$ cat config.mk
export PLATFORM = sky130hd
export DESIGN_NAME = packet_distributor_flat
export DESIGN_NICKNAME = d
export VERILOG_FILES = /design/src/rtl/packet_distributor_if.sv /design/src/rtl/packet_distributor.sv /design/src/flat_wrapper.sv
export SDC_FILE = /design/constraint.sdc
export NUM_CORES = 2
export LEC_CHECK = 0
export CAP_MARGIN = 20
export CELL_PAD_IN_SITES_DETAIL_PLACEMENT = 1
export CELL_PAD_IN_SITES_GLOBAL_PLACEMENT = 1
export CORE_AREA = 2 2 345 279
export CTS_CLUSTER_DIAMETER = 150
export DETAILED_ROUTE_END_ITERATION = 8
export DIE_AREA = 0 0 347 281
export GPL_ROUTABILITY_DRIVEN = 0
export PLACE_DENSITY = 0.77
export SLEW_MARGIN = 40
export SYNTH_ARGS = -nofsm -noshare
export SYNTH_HDL_FRONTEND = slang
export SYNTH_SLANG_ARGS = --single-unit
$ cat constraint.sdc
create_clock -name clk -period 2.65 [get_ports clk]
set_input_delay 0.265 -clock clk [delete_from_list [all_inputs] [get_ports clk]]
set_output_delay 0.265 -clock clk [all_outputs]
set_load 0.02 [all_outputs]
$ cat src/rtl/packet_distributor_if.sv
// Bundle of the word-stream input and the two per-engine row outputs of the
// packet distributor. The slave modport is the distributor's view; the master
// modport is the view of whatever feeds the stream and consumes the rows.
interface packet_distributor_if #(
  parameter int WORD_W        = 32,
  parameter int WORDS_PER_ROW = 8
);

  // Input word stream
  logic [WORD_W-1:0]               s_data;
  logic                            s_valid;
  logic                            s_ready;

  // Engine 1 row port
  logic [WORD_W*WORDS_PER_ROW-1:0] m1_data;
  logic [WORDS_PER_ROW-1:0]        m1_keep;
  logic                            m1_last;
  logic                            m1_valid;
  logic                            m1_ready;

  // Engine 2 row port
  logic [WORD_W*WORDS_PER_ROW-1:0] m2_data;
  logic [WORDS_PER_ROW-1:0]        m2_keep;
  logic                            m2_last;
  logic                            m2_valid;
  logic                            m2_ready;

  // Sticky status
  logic                            err_zero_len;

  modport slave (
    input  s_data, s_valid,
    output s_ready,
    output m1_data, m1_keep, m1_last, m1_valid,
    input  m1_ready,
    output m2_data, m2_keep, m2_last, m2_valid,
    input  m2_ready,
    output err_zero_len
  );

  modport master (
    output s_data, s_valid,
    input  s_ready,
    input  m1_data, m1_keep, m1_last, m1_valid,
    output m1_ready,
    input  m2_data, m2_keep, m2_last, m2_valid,
    output m2_ready,
    input  err_zero_len
  );

endinterface

$ cat src/rtl/packet_distributor.sv
// Packet distributor: splits a stream of length-prefixed packets (one header
// word carrying the byte length, then payload words) into rows of
// WORDS_PER_ROW words and hands whole packets alternately to engine 1 and
// engine 2. A row is assembled in a private buffer and copied into the
// selected engine's output registers only when it is complete, so a partial
// row is never visible downstream and a reset simply drops it.
module packet_distributor #(
  parameter int WORD_W        = 32,
  parameter int WORDS_PER_ROW = 8,
  parameter int LEN_W         = 16
) (
  input  logic                 clk,
  input  logic                 reset,
  packet_distributor_if.slave  bus
);

  localparam int ROW_W = WORD_W * WORDS_PER_ROW;
  localparam int IDX_W = (WORDS_PER_ROW > 1) ? $clog2(WORDS_PER_ROW) : 1;
  // One extra bit so that len+3 cannot wrap for the largest length.
  localparam int CNT_W = LEN_W + 1;

  typedef enum logic [1:0] {
    ST_IDLE = 2'd0,
    ST_FILL = 2'd1,
    ST_SEND = 2'd2
  } state_t;

  // Registered state
  state_t                   r_state;
  logic                     r_eng;        // 0 = engine 1, 1 = engine 2
  logic [IDX_W-1:0]         r_idx;        // next word slot in the row
  logic [CNT_W-1:0]         r_rem;        // payload words still to accept
  logic [ROW_W-1:0]         r_buf;        // row under assembly
  logic [WORDS_PER_ROW-1:0] r_kbuf;       // fill mask of the row under assembly
  logic [ROW_W-1:0]         r_m1_data;
  logic [WORDS_PER_ROW-1:0] r_m1_keep;
  logic                     r_m1_last;
  logic                     r_m1_valid;
  logic [ROW_W-1:0]         r_m2_data;
  logic [WORDS_PER_ROW-1:0] r_m2_keep;
  logic                     r_m2_last;
  logic                     r_m2_valid;
  logic                     r_err;

  // Next-state values
  state_t                   w_state_nxt;
  logic                     w_eng_nxt;
  logic [IDX_W-1:0]         w_idx_nxt;
  logic [CNT_W-1:0]         w_rem_nxt;
  logic [ROW_W-1:0]         w_buf_nxt;
  logic [WORDS_PER_ROW-1:0] w_kbuf_nxt;
  logic [ROW_W-1:0]         w_m1_data_nxt;
  logic [WORDS_PER_ROW-1:0] w_m1_keep_nxt;
  logic                     w_m1_last_nxt;
  logic                     w_m1_valid_nxt;
  logic [ROW_W-1:0]         w_m2_data_nxt;
  logic [WORDS_PER_ROW-1:0] w_m2_keep_nxt;
  logic                     w_m2_last_nxt;
  logic                     w_m2_valid_nxt;
  logic                     w_err_nxt;

  // Header decode and row-completion helpers
  logic [CNT_W-1:0]         w_len_ext;
  logic [CNT_W-1:0]         w_word_cnt;
  logic                     w_row_done;
  logic                     w_sel_ready;
  logic                     w_sel_last;
  logic                     w_last_word;

  assign w_len_ext   = {1'b0, bus.s_data[LEN_W-1:0]};
  assign w_word_cnt  = (w_len_ext + CNT_W'(3)) >> 2;
  assign w_last_word = (r_rem == CNT_W'(1));
  assign w_row_done  = (r_idx == IDX_W'(WORDS_PER_ROW - 1)) || w_last_word;
  assign w_sel_ready = r_eng ? bus.m2_ready : bus.m1_ready;
  assign w_sel_last  = r_eng ? r_m2_last : r_m1_last;

  // s_ready comes only from registered state, never from the engines' ready.
  assign bus.s_ready      = (!reset) && (r_state != ST_SEND);
  assign bus.m1_data      = r_m1_data;
  assign bus.m1_keep      = r_m1_keep;
  assign bus.m1_last      = r_m1_last;
  assign bus.m1_valid     = r_m1_valid;
  assign bus.m2_data      = r_m2_data;
  assign bus.m2_keep      = r_m2_keep;
  assign bus.m2_last      = r_m2_last;
  assign bus.m2_valid     = r_m2_valid;
  assign bus.err_zero_len = r_err;

  // FSM state register
  always_ff @(posedge clk) begin
    if (reset) begin
      r_state <= ST_IDLE;
    end else begin
      r_state <= w_state_nxt;
    end
  end

  // Next-state, row assembly and output-row decisions
  always_comb begin
    w_state_nxt    = r_state;
    w_eng_nxt      = r_eng;
    w_idx_nxt      = r_idx;
    w_rem_nxt      = r_rem;
    w_buf_nxt      = r_buf;
    w_kbuf_nxt     = r_kbuf;
    w_m1_data_nxt  = r_m1_data;
    w_m1_keep_nxt  = r_m1_keep;
    w_m1_last_nxt  = r_m1_last;
    w_m1_valid_nxt = r_m1_valid;
    w_m2_data_nxt  = r_m2_data;
    w_m2_keep_nxt  = r_m2_keep;
    w_m2_last_nxt  = r_m2_last;
    w_m2_valid_nxt = r_m2_valid;
    w_err_nxt      = r_err;

    case (r_state)
      ST_IDLE: begin
        if (bus.s_valid) begin
          if (w_len_ext == CNT_W'(0)) begin
            // Empty packet: flag it, emit nothing, engine turn unchanged.
            w_err_nxt = 1'b1;
          end else begin
            w_rem_nxt   = w_word_cnt;
            w_idx_nxt   = IDX_W'(0);
            w_buf_nxt   = ROW_W'(0);
            w_kbuf_nxt  = WORDS_PER_ROW'(0);
            w_state_nxt = ST_FILL;
          end
        end else begin
          w_state_nxt = ST_IDLE;
        end
      end

      ST_FILL: begin
        if (bus.s_valid) begin
          w_buf_nxt[r_idx*WORD_W +: WORD_W] = bus.s_data;
          w_kbuf_nxt[r_idx]                 = 1'b1;
          w_rem_nxt                         = r_rem - CNT_W'(1);
          if (w_row_done) begin
            // Publish the finished row to the engine whose turn it is.
            if (r_eng == 1'b0) begin
              w_m1_data_nxt  = w_buf_nxt;
              w_m1_keep_nxt  = w_kbuf_nxt;
              w_m1_last_nxt  = w_last_word;
              w_m1_valid_nxt = 1'b1;
            end else begin
              w_m2_data_nxt  = w_buf_nxt;
              w_m2_keep_nxt  = w_kbuf_nxt;
              w_m2_last_nxt  = w_last_word;
              w_m2_valid_nxt = 1'b1;
            end
            w_idx_nxt   = IDX_W'(0);
            w_buf_nxt   = ROW_W'(0);
            w_kbuf_nxt  = WORDS_PER_ROW'(0);
            w_state_nxt = ST_SEND;
          end else begin
            w_idx_nxt = r_idx + IDX_W'(1);
          end
        end else begin
          w_state_nxt = ST_FILL;
        end
      end

      ST_SEND: begin
        if (w_sel_ready) begin
          // keep/last are cleared on every handshake so an engine that is no
          // longer selected never shows a stale mask or last flag.
          if (r_eng == 1'b0) begin
            w_m1_valid_nxt = 1'b0;
            w_m1_keep_nxt  = WORDS_PER_ROW'(0);
            w_m1_last_nxt  = 1'b0;
            if (!w_sel_last) begin
              w_m1_data_nxt = ROW_W'(0);
            end else begin
              w_m1_data_nxt = r_m1_data;
            end
          end else begin
            w_m2_valid_nxt = 1'b0;
            w_m2_keep_nxt  = WORDS_PER_ROW'(0);
            w_m2_last_nxt  = 1'b0;
            if (!w_sel_last) begin
              w_m2_data_nxt = ROW_W'(0);
            end else begin
              w_m2_data_nxt = r_m2_data;
            end
          end
          if (w_sel_last) begin
            w_eng_nxt   = ~r_eng;
            w_state_nxt = ST_IDLE;
          end else begin
            w_state_nxt = ST_FILL;
          end
        end else begin
          w_state_nxt = ST_SEND;
        end
      end

      default: begin
        w_state_nxt = ST_IDLE;
      end
    endcase
  end

  // Datapath and output registers
  always_ff @(posedge clk) begin
    if (reset) begin
      r_eng      <= 1'b0;
      r_idx      <= IDX_W'(0);
      r_rem      <= CNT_W'(0);
      r_buf      <= ROW_W'(0);
      r_kbuf     <= WORDS_PER_ROW'(0);
      r_m1_data  <= ROW_W'(0);
      r_m1_keep  <= WORDS_PER_ROW'(0);
      r_m1_last  <= 1'b0;
      r_m1_valid <= 1'b0;
      r_m2_data  <= ROW_W'(0);
      r_m2_keep  <= WORDS_PER_ROW'(0);
      r_m2_last  <= 1'b0;
      r_m2_valid <= 1'b0;
      r_err      <= 1'b0;
    end else begin
      r_eng      <= w_eng_nxt;
      r_idx      <= w_idx_nxt;
      r_rem      <= w_rem_nxt;
      r_buf      <= w_buf_nxt;
      r_kbuf     <= w_kbuf_nxt;
      r_m1_data  <= w_m1_data_nxt;
      r_m1_keep  <= w_m1_keep_nxt;
      r_m1_last  <= w_m1_last_nxt;
      r_m1_valid <= w_m1_valid_nxt;
      r_m2_data  <= w_m2_data_nxt;
      r_m2_keep  <= w_m2_keep_nxt;
      r_m2_last  <= w_m2_last_nxt;
      r_m2_valid <= w_m2_valid_nxt;
      r_err      <= w_err_nxt;
    end
  end

endmodule

$ cat src/flat_wrapper.sv
// flat-port wrapper written by rule: the top's interface ports become plain ports
module packet_distributor_flat 
#(
  parameter int WORD_W        = 32,
  parameter int WORDS_PER_ROW = 8,
  parameter int LEN_W         = 16
)
  (clk, reset, bus_s_data, bus_s_valid, bus_s_ready, bus_m1_data, bus_m1_keep, bus_m1_last, bus_m1_valid, bus_m1_ready, bus_m2_data, bus_m2_keep, bus_m2_last, bus_m2_valid, bus_m2_ready, bus_err_zero_len);
  packet_distributor_if #(.WORD_W(WORD_W), .WORDS_PER_ROW(WORDS_PER_ROW)) bus_i ();
  input  logic clk;
  input  logic reset;
  input wire logic [$bits(bus_i.s_data)-1:0] bus_s_data;
  input wire logic [$bits(bus_i.s_valid)-1:0] bus_s_valid;
  output wire logic [$bits(bus_i.s_ready)-1:0] bus_s_ready;
  output wire logic [$bits(bus_i.m1_data)-1:0] bus_m1_data;
  output wire logic [$bits(bus_i.m1_keep)-1:0] bus_m1_keep;
  output wire logic [$bits(bus_i.m1_last)-1:0] bus_m1_last;
  output wire logic [$bits(bus_i.m1_valid)-1:0] bus_m1_valid;
  input wire logic [$bits(bus_i.m1_ready)-1:0] bus_m1_ready;
  output wire logic [$bits(bus_i.m2_data)-1:0] bus_m2_data;
  output wire logic [$bits(bus_i.m2_keep)-1:0] bus_m2_keep;
  output wire logic [$bits(bus_i.m2_last)-1:0] bus_m2_last;
  output wire logic [$bits(bus_i.m2_valid)-1:0] bus_m2_valid;
  input wire logic [$bits(bus_i.m2_ready)-1:0] bus_m2_ready;
  output wire logic [$bits(bus_i.err_zero_len)-1:0] bus_err_zero_len;
  assign bus_i.s_data = bus_s_data;
  assign bus_i.s_valid = bus_s_valid;
  assign bus_s_ready = bus_i.s_ready;
  assign bus_m1_data = bus_i.m1_data;
  assign bus_m1_keep = bus_i.m1_keep;
  assign bus_m1_last = bus_i.m1_last;
  assign bus_m1_valid = bus_i.m1_valid;
  assign bus_i.m1_ready = bus_m1_ready;
  assign bus_m2_data = bus_i.m2_data;
  assign bus_m2_keep = bus_i.m2_keep;
  assign bus_m2_last = bus_i.m2_last;
  assign bus_m2_valid = bus_i.m2_valid;
  assign bus_i.m2_ready = bus_m2_ready;
  assign bus_err_zero_len = bus_i.err_zero_len;
  packet_distributor #(.WORD_W(WORD_W), .WORDS_PER_ROW(WORDS_PER_ROW), .LEN_W(LEN_W)) u_core (.clk(clk), .reset(reset), .bus(bus_i));
endmodule
==> metrics.md <==
| Metric | Value |
|---|---|
| Slowest CP cell | or4b_4 |
| Utilization after layout | ~49% |
| Startpoint types | register |
| Post-Layout Cell Count | 5524 |
| Vias in the first global route | ~32000 |
| Die Width | 347 um |
| Synthesized net count | between 3000 and 4000 |
| Setup WS pre-CTS | -52.3 ps |
| Chip height | 281 um |
| Placed Cells | around 5300 |
| Worst Skew | around 27 ps |
| Final Cycle Share | 101% |
| Hold wc startpoint | reset |
| I/O pin count | approximately 570 |
| Setup ws final | -33.2 ps |
| Clock Latency Late Sink | roughly 690 ps |
| Failing checks | negative setup slack |
| Most used DFF post-synth | dfxtp_1 |
| Synth cell types | 64 |
| RSZ-0062 raised after global routing | yes |
| Full die area | approximately 0.1 mm^2 |
| Via density | between 6 and 7 |
| Cell area after layout | around 0.046 mm^2 |
| Leading area contributor after synthesis | dfxtp_1 |
| Slew HR | about 50% |
| Pre-Repair DR Iteration Count | 6 |
| Arrival time worst endpoint | about 3300 ps |
| Pleak | 16.0 nW |
| Avg Synthesized Cell Area | between 9 and 10 um^2 |
| Final Max Slew Viols | 0 |
| Synth Instances | between 3000 and 4000 |
| Synth Register Bits | 820 |
| 1st-iter DRT viols | roughly 3300 |
| P&R area growth vs syn | 38.1% |
| Final count of negative-setup-slack endpoints | 12 |
| Core footprint | 0.0941 mm^2 |
| Largest stage delay, worst path | between 400 and 500 ps |
| Starting Density | approximately 36% |
| Routed WL per cell | ~28 um |
| Top cell type's share of synthesized area | between 40% and 50% |
| Post-synthesis sequential area ratio | 48.8% |
| CP startpoint | u_core.r_rem[0] |
| Critical path type | reg2reg |
| Share of cells above drive strength 1 | roughly 15% |
| Antenna violations before repair | 6 |
| Residual DRC | 0 |
| Maximum vdd drop | ~0.00053 V |
| Sequence of cells on the critical path | ha_4 > or4b_4 > or3_4 > buf_6 > o21a_4 > buf_4 > nor2_4 > buf_12 > clkbuf_16 > o21ai_0 |
| Worst Path Max Fanout | 17 |
| Async SR Flop Fraction | 0% |
| Mapped Area | 0.0336 mm^2 |
| Global router's overall resource usage | ~29% |
| Post-synth EDFFs | 0 |
| Detail Route Antenna Nets | 0 |
| Synth top cells by count | dfxtp_1 (820), o21ai_0 (360), o211ai_1 (354), clkbuf_1 (337), nand2_1 (277) |
| Status | finished with violations |
| Worst Max-Slew Pin Slew | roughly 740 ps |
| CTS clk-pin slew, worst paths | around 70 ps |
| Placed cell area | roughly 0.043 mm^2 |
| Hold Vio Cnt, Final | 0 |
| # fillers | about 10000 |
| Worst Path Required | about 3200 ps |
| Fin crit period | 2680 ps |
| Max-cap violations | 0 |
| Power Total | between 20 and 30 mW |
| HPWL Detailed | a little over 100000 um |
| Power per Cell Area | 618 mW/mm^2 |
| Synth top area cells | dfxtp_1 (49%), o211ai_1 (7.9%), o21ai_0 (5.4%) |
| I/O Buffers | 570 |
| Final wirelength | 152000 um |
| Clk buf depth | 3 |
| TritonCTS buffer count | a little under 90 |
| H-tree Lvls | 3 |
| Global route overflow | 0 |
| Largest net degree at the start of global routing | roughly 150 |
| RR Startpoint | u_core.r_rem[0] |
| Routed via count | 33300 |
| # nets final | approximately 4300 |
| CP Capture Type | register |
| Worst Hold Class | in2reg |
| Yosys warning count | 0 |
| Most numerous cell in the Yosys netlist | dfxtp_1 |
| Max frequency | ~370 MHz |
| Global-route wire length before repair | roughly 220000 um |
| Cell row count | 101 |
| Clk Tree Root Cell | clkbuf_16 |
| CTS tree | done |
| Clock sink count | 820 |
## power by group
part	switching [mW]	internal (mW)
Sequential	0.0649	12.4
Clock	5.58	7.69
Combinational	2.01	0.953
Total	7.65	21.0
## logic make-up after synthesis
family,after synthesis,synth area share (%)
AO/OA/AOI/OAI,1368,28.0
XOR/XNOR,13,0.339
adder cells (fa/ha/maj),9,0.335
buffers and inverters,501,5.92
flip-flops,820,48.8
multiplexers,153,5.00
AND/OR/NAND/NOR,802,11.6
## worst paths after layout
path                            slack (ps)  cells past startpoint                       to
worst max-delay path                   -30                     10  u_core.bus.m1_data[216]
worst min-delay path                    30                      3  u_core.bus.m2_data[133]
worst max register to register         -30                     10  u_core.bus.m1_data[216]
worst min register to register         460                      2   u_core.bus.m1_data[65]
## cell usage in the layout, fill, tap and decap left out, drive strengths merged, types with 20 or more instances in the layout
cell	synthesis	final
o211ai	354	354
buf	112	339
dfxtp	820	820
mux2i	33	33
nand3	166	166
clkdlybuf4s50	0	560
nor2b	111	111
a32o	157	157
nor3	75	75
nor2	68	68
and3	20	20
a31oi	97	97
nand4	31	31
nand2	279	281
a32oi	26	26
o21ai	456	456
clkbuf	340	131
mux2	120	120
a21o	37	37
a22o	75	75
a21oi	99	99
o32ai	39	39
inv	47	53
## routing by layer
| metal | track usage [%] | routed length (um) | part of all wire (%) |
|---|---|---|---|
| met1 | 40.1 | 66000 | 43 |
| met3 | 5.59 | 11600 | 7.6 |
| met4 | 7.56 | 4140 | 2.7 |
| met2 | 46.5 | 70300 | 46 |
| met5 | 0 | 0 | 0 |
## through the flow
stage	hold slack (ps)	setup TNS (ps)
finish	30.0	-133
global placement	446	0
floorplan	362	0
CTS	0.338	-650
global route	35.7	-2410
detailed placement	453	-101
## cell type report
type                            count  area, um^2  area share (%)
Sequential cell                   820       16400            35.4
Multi-Input combinational cell   2347       15600            33.5
Timing Repair Buffer              911        9640            20.8
Clock buffer                      120        2480            5.35
Tap cell                         1236        1550            3.33
Clock inverter                     38         564            1.22
Inverter                           49         194           0.418
Antenna cell                        3        7.51          0.0162
## worst max-delay path: cells and delay by family, from the launching register on
kind / cells / cell delay [ps]
AO/OA/AOI/OAI: 2 / 380
adder cells (fa/ha/maj): 1 / 150
buffers and inverters: 4 / 650
flip-flops: 1 / 380
AND/OR/NAND/NOR: 3 / 990
## repair_timing
item                       4_1_cts  5_1_grt
setup endpoints to repair      200      688
cloned                           2       13
hold endpoints to repair         1        0
resized for setup               64      142
buffers inserted                 8       13
hold buffers                     1        0
pin swaps                       11       38
## flip-flops by register name, summed over array words and instances, names as in the netlist, 3 cells and up
signal / cells
u_core.r_kbuf: 8
u_core.r_idx: 3
u_core.r_rem: 17
u_core.bus.m1_data: 256
u_core.bus.m2_data: 256
u_core.bus.m1_keep: 8
u_core.r_buf: 256
u_core.bus.m2_keep: 8
(Power assumes the default switching activity.)
